File: src/rtl/window_skew_feeder_if.sv
// window_skew_feeder_if: pixel-in / skewed-rows-out bundle for window_skew_feeder
// master: drives in_valid, in_sof, serial_pixel_in; observes rows_skewed, out_valid, out_col
// slave:  the feeder itself, the reverse directions
interface window_skew_feeder_if #(
  parameter int DATA_W = 8,
  parameter int IMG_W  = 4,
  parameter int K      = 3
);
  logic                       in_valid;
  logic                       in_sof;
  logic [DATA_W-1:0]          serial_pixel_in;
  logic [K*DATA_W-1:0]        rows_skewed;
  logic                       out_valid;
  logic [$clog2(IMG_W)-1:0]   out_col;
  modport master (output in_valid, in_sof, serial_pixel_in, input rows_skewed, out_valid, out_col);
  modport slave  (input in_valid, in_sof, serial_pixel_in, output rows_skewed, out_valid, out_col);
endinterface

File: src/rtl/window_skew_feeder.sv
// window_skew_feeder: line-buffer and diagonal-skew front end presenting K aligned rows
// clk, rst (async, active-high); bus: window_skew_feeder_if slave
//   in_valid/in_sof/serial_pixel_in in; rows_skewed (lane j at [j*DATA_W +: DATA_W]), out_valid, out_col out
module window_skew_feeder #(
  parameter int DATA_W = 8,
  parameter int IMG_W  = 4,
  parameter int K      = 3
) (
  input logic                 clk,
  input logic                 rst,
  window_skew_feeder_if.slave bus
);
  localparam int LB = (K-1)*IMG_W;
  localparam int F  = LB + 1;
  localparam int CW = $clog2(F+1);
  localparam int OW = $clog2(IMG_W);
  localparam logic [CW-1:0] FC = CW'(F);
  logic              w_adv;
  logic              w_clr;
  logic [CW-1:0]     w_cnt_nxt;
  logic [DATA_W-1:0] r_line [LB];
  logic [CW-1:0]     r_cnt;
  logic [OW-1:0]     r_col;
  logic              r_valid;
  assign w_adv = bus.in_valid;
  assign w_clr = bus.in_valid & bus.in_sof;
  always_comb w_cnt_nxt = w_clr ? CW'(1) : (r_cnt == FC ? FC : r_cnt + 1'b1);
  // r_line[i] holds the sample accepted i advances ago; SOF keeps only the new pixel
  always_ff @(posedge clk or posedge rst)
    if (rst) for (int i = 0; i < LB; i++) r_line[i] <= '0;
    else if (w_adv) begin
      r_line[0] <= bus.serial_pixel_in;
      for (int i = 1; i < LB; i++) r_line[i] <= w_clr ? '0 : r_line[i-1];
    end
  genvar j;
  generate
    for (j = 0; j < K; j++) begin : g_lane
      logic [DATA_W-1:0] w_tap;
      logic [DATA_W-1:0] r_sk [j+1];
      // tap j is the sample (K-1-j) rows back, taken before this edge's shift
      if (j == K-1) begin : g_new
        assign w_tap = bus.serial_pixel_in;
      end else begin : g_old
        assign w_tap = w_clr ? '0 : r_line[(K-1-j)*IMG_W-1];
      end
      // j skew stages plus the output register; stage m holds the tap from m advances ago
      always_ff @(posedge clk or posedge rst)
        if (rst) for (int m = 0; m <= j; m++) r_sk[m] <= '0;
        else if (w_adv) begin
          r_sk[0] <= w_tap;
          for (int m = 1; m <= j; m++) r_sk[m] <= w_clr ? '0 : r_sk[m-1];
        end
      assign bus.rows_skewed[j*DATA_W +: DATA_W] = r_sk[j];
    end
  endgenerate
  always_ff @(posedge clk or posedge rst)
    if (rst) begin
      r_cnt   <= '0;
      r_col   <= '0;
      r_valid <= 1'b0;
    end else begin
      r_valid <= w_adv && w_cnt_nxt == FC;
      if (w_adv) begin
        r_cnt <= w_cnt_nxt;
        // column starts at 0 on the first full window and only counts once already full
        r_col <= (w_cnt_nxt != FC || r_cnt != FC) ? '0 : (r_col == OW'(IMG_W-1) ? '0 : r_col + 1'b1);
      end
    end
  assign bus.out_valid = r_valid;
  assign bus.out_col   = r_col;
endmodule
File: src/flat_wrapper.sv
// flat-port wrapper written by rule: the top's interface ports become plain ports
module window_skew_feeder_flat 
#(
  parameter int DATA_W = 8,
  parameter int IMG_W  = 4,
  parameter int K      = 3
)
  (clk, rst, bus_in_valid, bus_in_sof, bus_serial_pixel_in, bus_rows_skewed, bus_out_valid, bus_out_col);
  window_skew_feeder_if #(.DATA_W(DATA_W), .IMG_W(IMG_W), .K(K)) bus_i ();
  input logic clk;
  input logic rst;
  input wire logic [$bits(bus_i.in_valid)-1:0] bus_in_valid;
  input wire logic [$bits(bus_i.in_sof)-1:0] bus_in_sof;
  input wire logic [$bits(bus_i.serial_pixel_in)-1:0] bus_serial_pixel_in;
  output wire logic [$bits(bus_i.rows_skewed)-1:0] bus_rows_skewed;
  output wire logic [$bits(bus_i.out_valid)-1:0] bus_out_valid;
  output wire logic [$bits(bus_i.out_col)-1:0] bus_out_col;
  assign bus_i.in_valid = bus_in_valid;
  assign bus_i.in_sof = bus_in_sof;
  assign bus_i.serial_pixel_in = bus_serial_pixel_in;
  assign bus_rows_skewed = bus_i.rows_skewed;
  assign bus_out_valid = bus_i.out_valid;
  assign bus_out_col = bus_i.out_col;
  window_skew_feeder #(.DATA_W(DATA_W), .IMG_W(IMG_W), .K(K)) u_core (.clk(clk), .rst(rst), .bus(bus_i));
endmodule
File: config.mk
export PLATFORM = sky130hd
export DESIGN_NAME = window_skew_feeder_flat
export DESIGN_NICKNAME = d
export VERILOG_FILES = /design/src/rtl/window_skew_feeder_if.sv /design/src/rtl/window_skew_feeder.sv /design/src/flat_wrapper.sv
export SDC_FILE = /design/constraint.sdc
export NUM_CORES = 1
export LEC_CHECK = 0
export ABC_AREA = 1
export CORE_MARGIN = 5
export CORE_UTILIZATION = 55
export CTS_BUF_LIST = sky130_fd_sc_hd__clkbuf_8
export DETAILED_ROUTE_END_ITERATION = 8
export GPL_ROUTABILITY_DRIVEN = 0
export PLACE_DENSITY = 0.78
export SKIP_LAST_GASP = 1
export SYNTH_ARGS = -nofsm -noshare
export SYNTH_HDL_FRONTEND = slang
export SYNTH_SLANG_ARGS = --single-unit
File: constraint.sdc
create_clock -name clk -period 3 [get_ports clk]
set_clock_uncertainty 0.15 [all_clocks]
set_input_delay 0.3 -clock clk [delete_from_list [all_inputs] [get_ports clk]]
set_output_delay 0.3 -clock clk [all_outputs]
set_load 0.02 [all_outputs]
==> qor.yml <==
status: "complete, no violations"
relSlewSlack: 0.604
setup_slack_ns: 1.19
cts-root-buf: "clkbuf_8"
endpoint_kind: "primary output"
die_h_microns: 90.5
yosysMostFrequentCell: "dfrtp_1"
nets: 343
cts.clk_slew.worst_paths_ns: 0.08
report.power.total_mw: 2.19
synthTopCellsByArea: "dfrtp_1 (56%), o22ai_2 (20%), inv_1 (7.4%)"
hold_class: "in -> async"
slew_viol_final: 0
antenna_found_initial: 0
holdBufCountCts: 0
topRoutingLayerUsed: "met4"
crit_chain: "clkdlybuf4s50_1"
grt_max_degree: 47
first_iter_violations: 140
dieArea_sq_mm: 0.00818
worstPathRequired_ns: 2.55
yosys.area.top_type: "dfrtp_1"
arrival_ns: 1.36
setup_violations: 0
route.met3.wl_microns: 275
ir_drop_v: 0.000284
ys_seq_area_frac: 0.555
ant_nets: 0
crit_slowest_cell: "clkdlybuf4s50_1"
boundaryPins: 39
power.density_mw_per_mm2: 544
cp-start-kind: "register"
layout_min_cycle_time_ns: 1.81
crit_start: "u_core.bus.out_col[0]"
overflow: 0
critPathKind: "reg -> out"
post_cts_resized: 0
track_usage: 0.150
num_antenna_cells: 0
rr_worst_depth: 7
hold_violations: 0
synth_area_per_cell_sq_um: 11.6
coreArea_sq_mm: 0.00631
initial_core_util: 0.564
synthFlopType: "dfrtp_1"
rsz0062_at_grt: "no"
ys_seq_elements: 79
synth_commonest_cells: "dfrtp_1 (79), inv_1 (70), o22ai_2 (56)"
max_cap_viol_count: 0
htree_levels: 3
fin_area_sq_mm: 0.00403
rows: 29
routed-wl-met2_microns: 2630
io_buffers: 38
leakage_nw: 1.77
worstSetupPathDepth: 1
drtPass1Iterations: 4
critical_path.endpoint: "bus_out_col[0]"
drc_errors: 0
via_per_inst: 5.14
async_flop_share: 1.00
drt_wl_total_microns: 5670
dp_hpwl_microns: 3670
met1Wirelength_microns: 2670
layout_worst_path_cycle_share: 0.604
final_util: 0.639
cts.sinks: 79
die_x_microns: 90.5
cts.path.max_buffers: 2
synth_edf_count: 0
cts_setup_buffers: 0
post_dp_cell_area_sq_mm: 0.00382
synth_nets: 322
yosysWarnings: 0
r2r_slack_ns: 1.64
drive_above_1_share: 0.252
vias: 2107
clk_latency_ns: 0.34
tightest_slew_ns: 0.594
grt_pass1_vias: 2160
timing.rr.end: "u_core.r_cnt[1]"
cpPeakStageDelay_ns: 0.63
fin_cells: 410
critPathMaxFanout: 4
ys_types: 16
mappedNetlistArea_sq_mm: 0.00356
area.growth.synth_to_final_pct: 13.3
grt_pass1_wl_microns: 10000
max_freq_mhz: 552
hold_slack_ns: 0.136
critPathTopFamily: "buffers and inverters"
nFillCells: 509
dp.cells: 394
post-place-ws_ns: 1.01
synth_top_area_frac: 0.555
tritoncts: "yes"
tns_ns: 0
numCtsBuffers: 9
crit_buf_inv: 1
synthCells: 307
wire_per_inst_microns: 13.8
r2r_start: "u_core.r_cnt[1]"
## flip-flops by register name (all words and copies together), names as in the netlist
register and flops:
u_core.r_cnt 4, u_core.r_line 56, u_core.bus.out_valid 1, u_core.bus.out_col 2
u_core.g_lane.r_sk 16
## layer usage
| layer | up-vias | global-route usage |
|---|---|---|
| met5 | - | 0 |
| met4 | 0 | 0.0670 |
| met3 | 9 | 0.0358 |
| met2 | 40 | 0.237 |
| met1 | 1043 | 0.195 |
| li1 | 1015 | - |
## logic make-up after synthesis
| family | count (synthesis) | synth area share |
|---|---|---|
| buf+inv | 104 | 0.149 |
| flops | 79 | 0.555 |
| compound gates | 77 | 0.231 |
| simple gates | 44 | 0.0541 |
| fa+ha+maj | 3 | 0.0105 |
## report_power, final
group | total (mW) | leakage [nW] | switching, mW | internal, mW
Combinational | 0.243 | 0.580 | 0.150 | 0.0936
Clock | 0.812 | 0.114 | 0.364 | 0.447
Sequential | 1.14 | 1.07 | 0.0266 | 1.11
Total | 2.19 | 1.77 | 0.540 | 1.65
## worst min path at each step
| stage | startpoint | endpoint |
|---|---|---|
| floorplan | bus_serial_pixel_in[4] | u_core.g_lane[2].r_sk[20] |
| global placement | u_core.g_lane[0].r_sk[1] | u_core.g_lane[0].r_sk[1] |
| detailed placement | u_core.g_lane[0].r_sk[2] | u_core.g_lane[0].r_sk[2] |
| CTS | rst | u_core.r_line[47] |
| global route | rst | u_core.r_line[47] |
| finish | rst | u_core.r_line[47] |
## cell usage in the layout, fill, tap and decap left out, drive strengths merged
master          n
o22ai          56
a21o            1
bufinv          1
o21ai          20
clkdlybuf4s50  37
nand3           5
dfrtp          79
clkbuf         12
nand2          31
nor2            6
nand4           2
buf             5
inv            72
clkinv          3
ha              3
## worst reg2reg max path: stages, from the launching register on
cell,delay [ns]
dfrtp_1,0.42
inv_1,0.09
ha_1,0.16
nand2_1,0.06
nor2_1,0.15
nor2_1,0.07
nand2_1,0.05
o21ai_0,0.07
## layout make-up
cell class / instances / area [sq um] / share of cell area
sequential: 79 / 1980 / 0.490
multi-input combinational: 124 / 1050 / 0.261
inverter: 72 / 277 / 0.0686
timing repair buffer: 42 / 420 / 0.104
clock inverter: 4 / 43.8 / 0.0109
clock buffer: 12 / 165 / 0.0410
tap: 77 / 96.3 / 0.0239
Note: power is estimated with default switching activity, not from simulation.
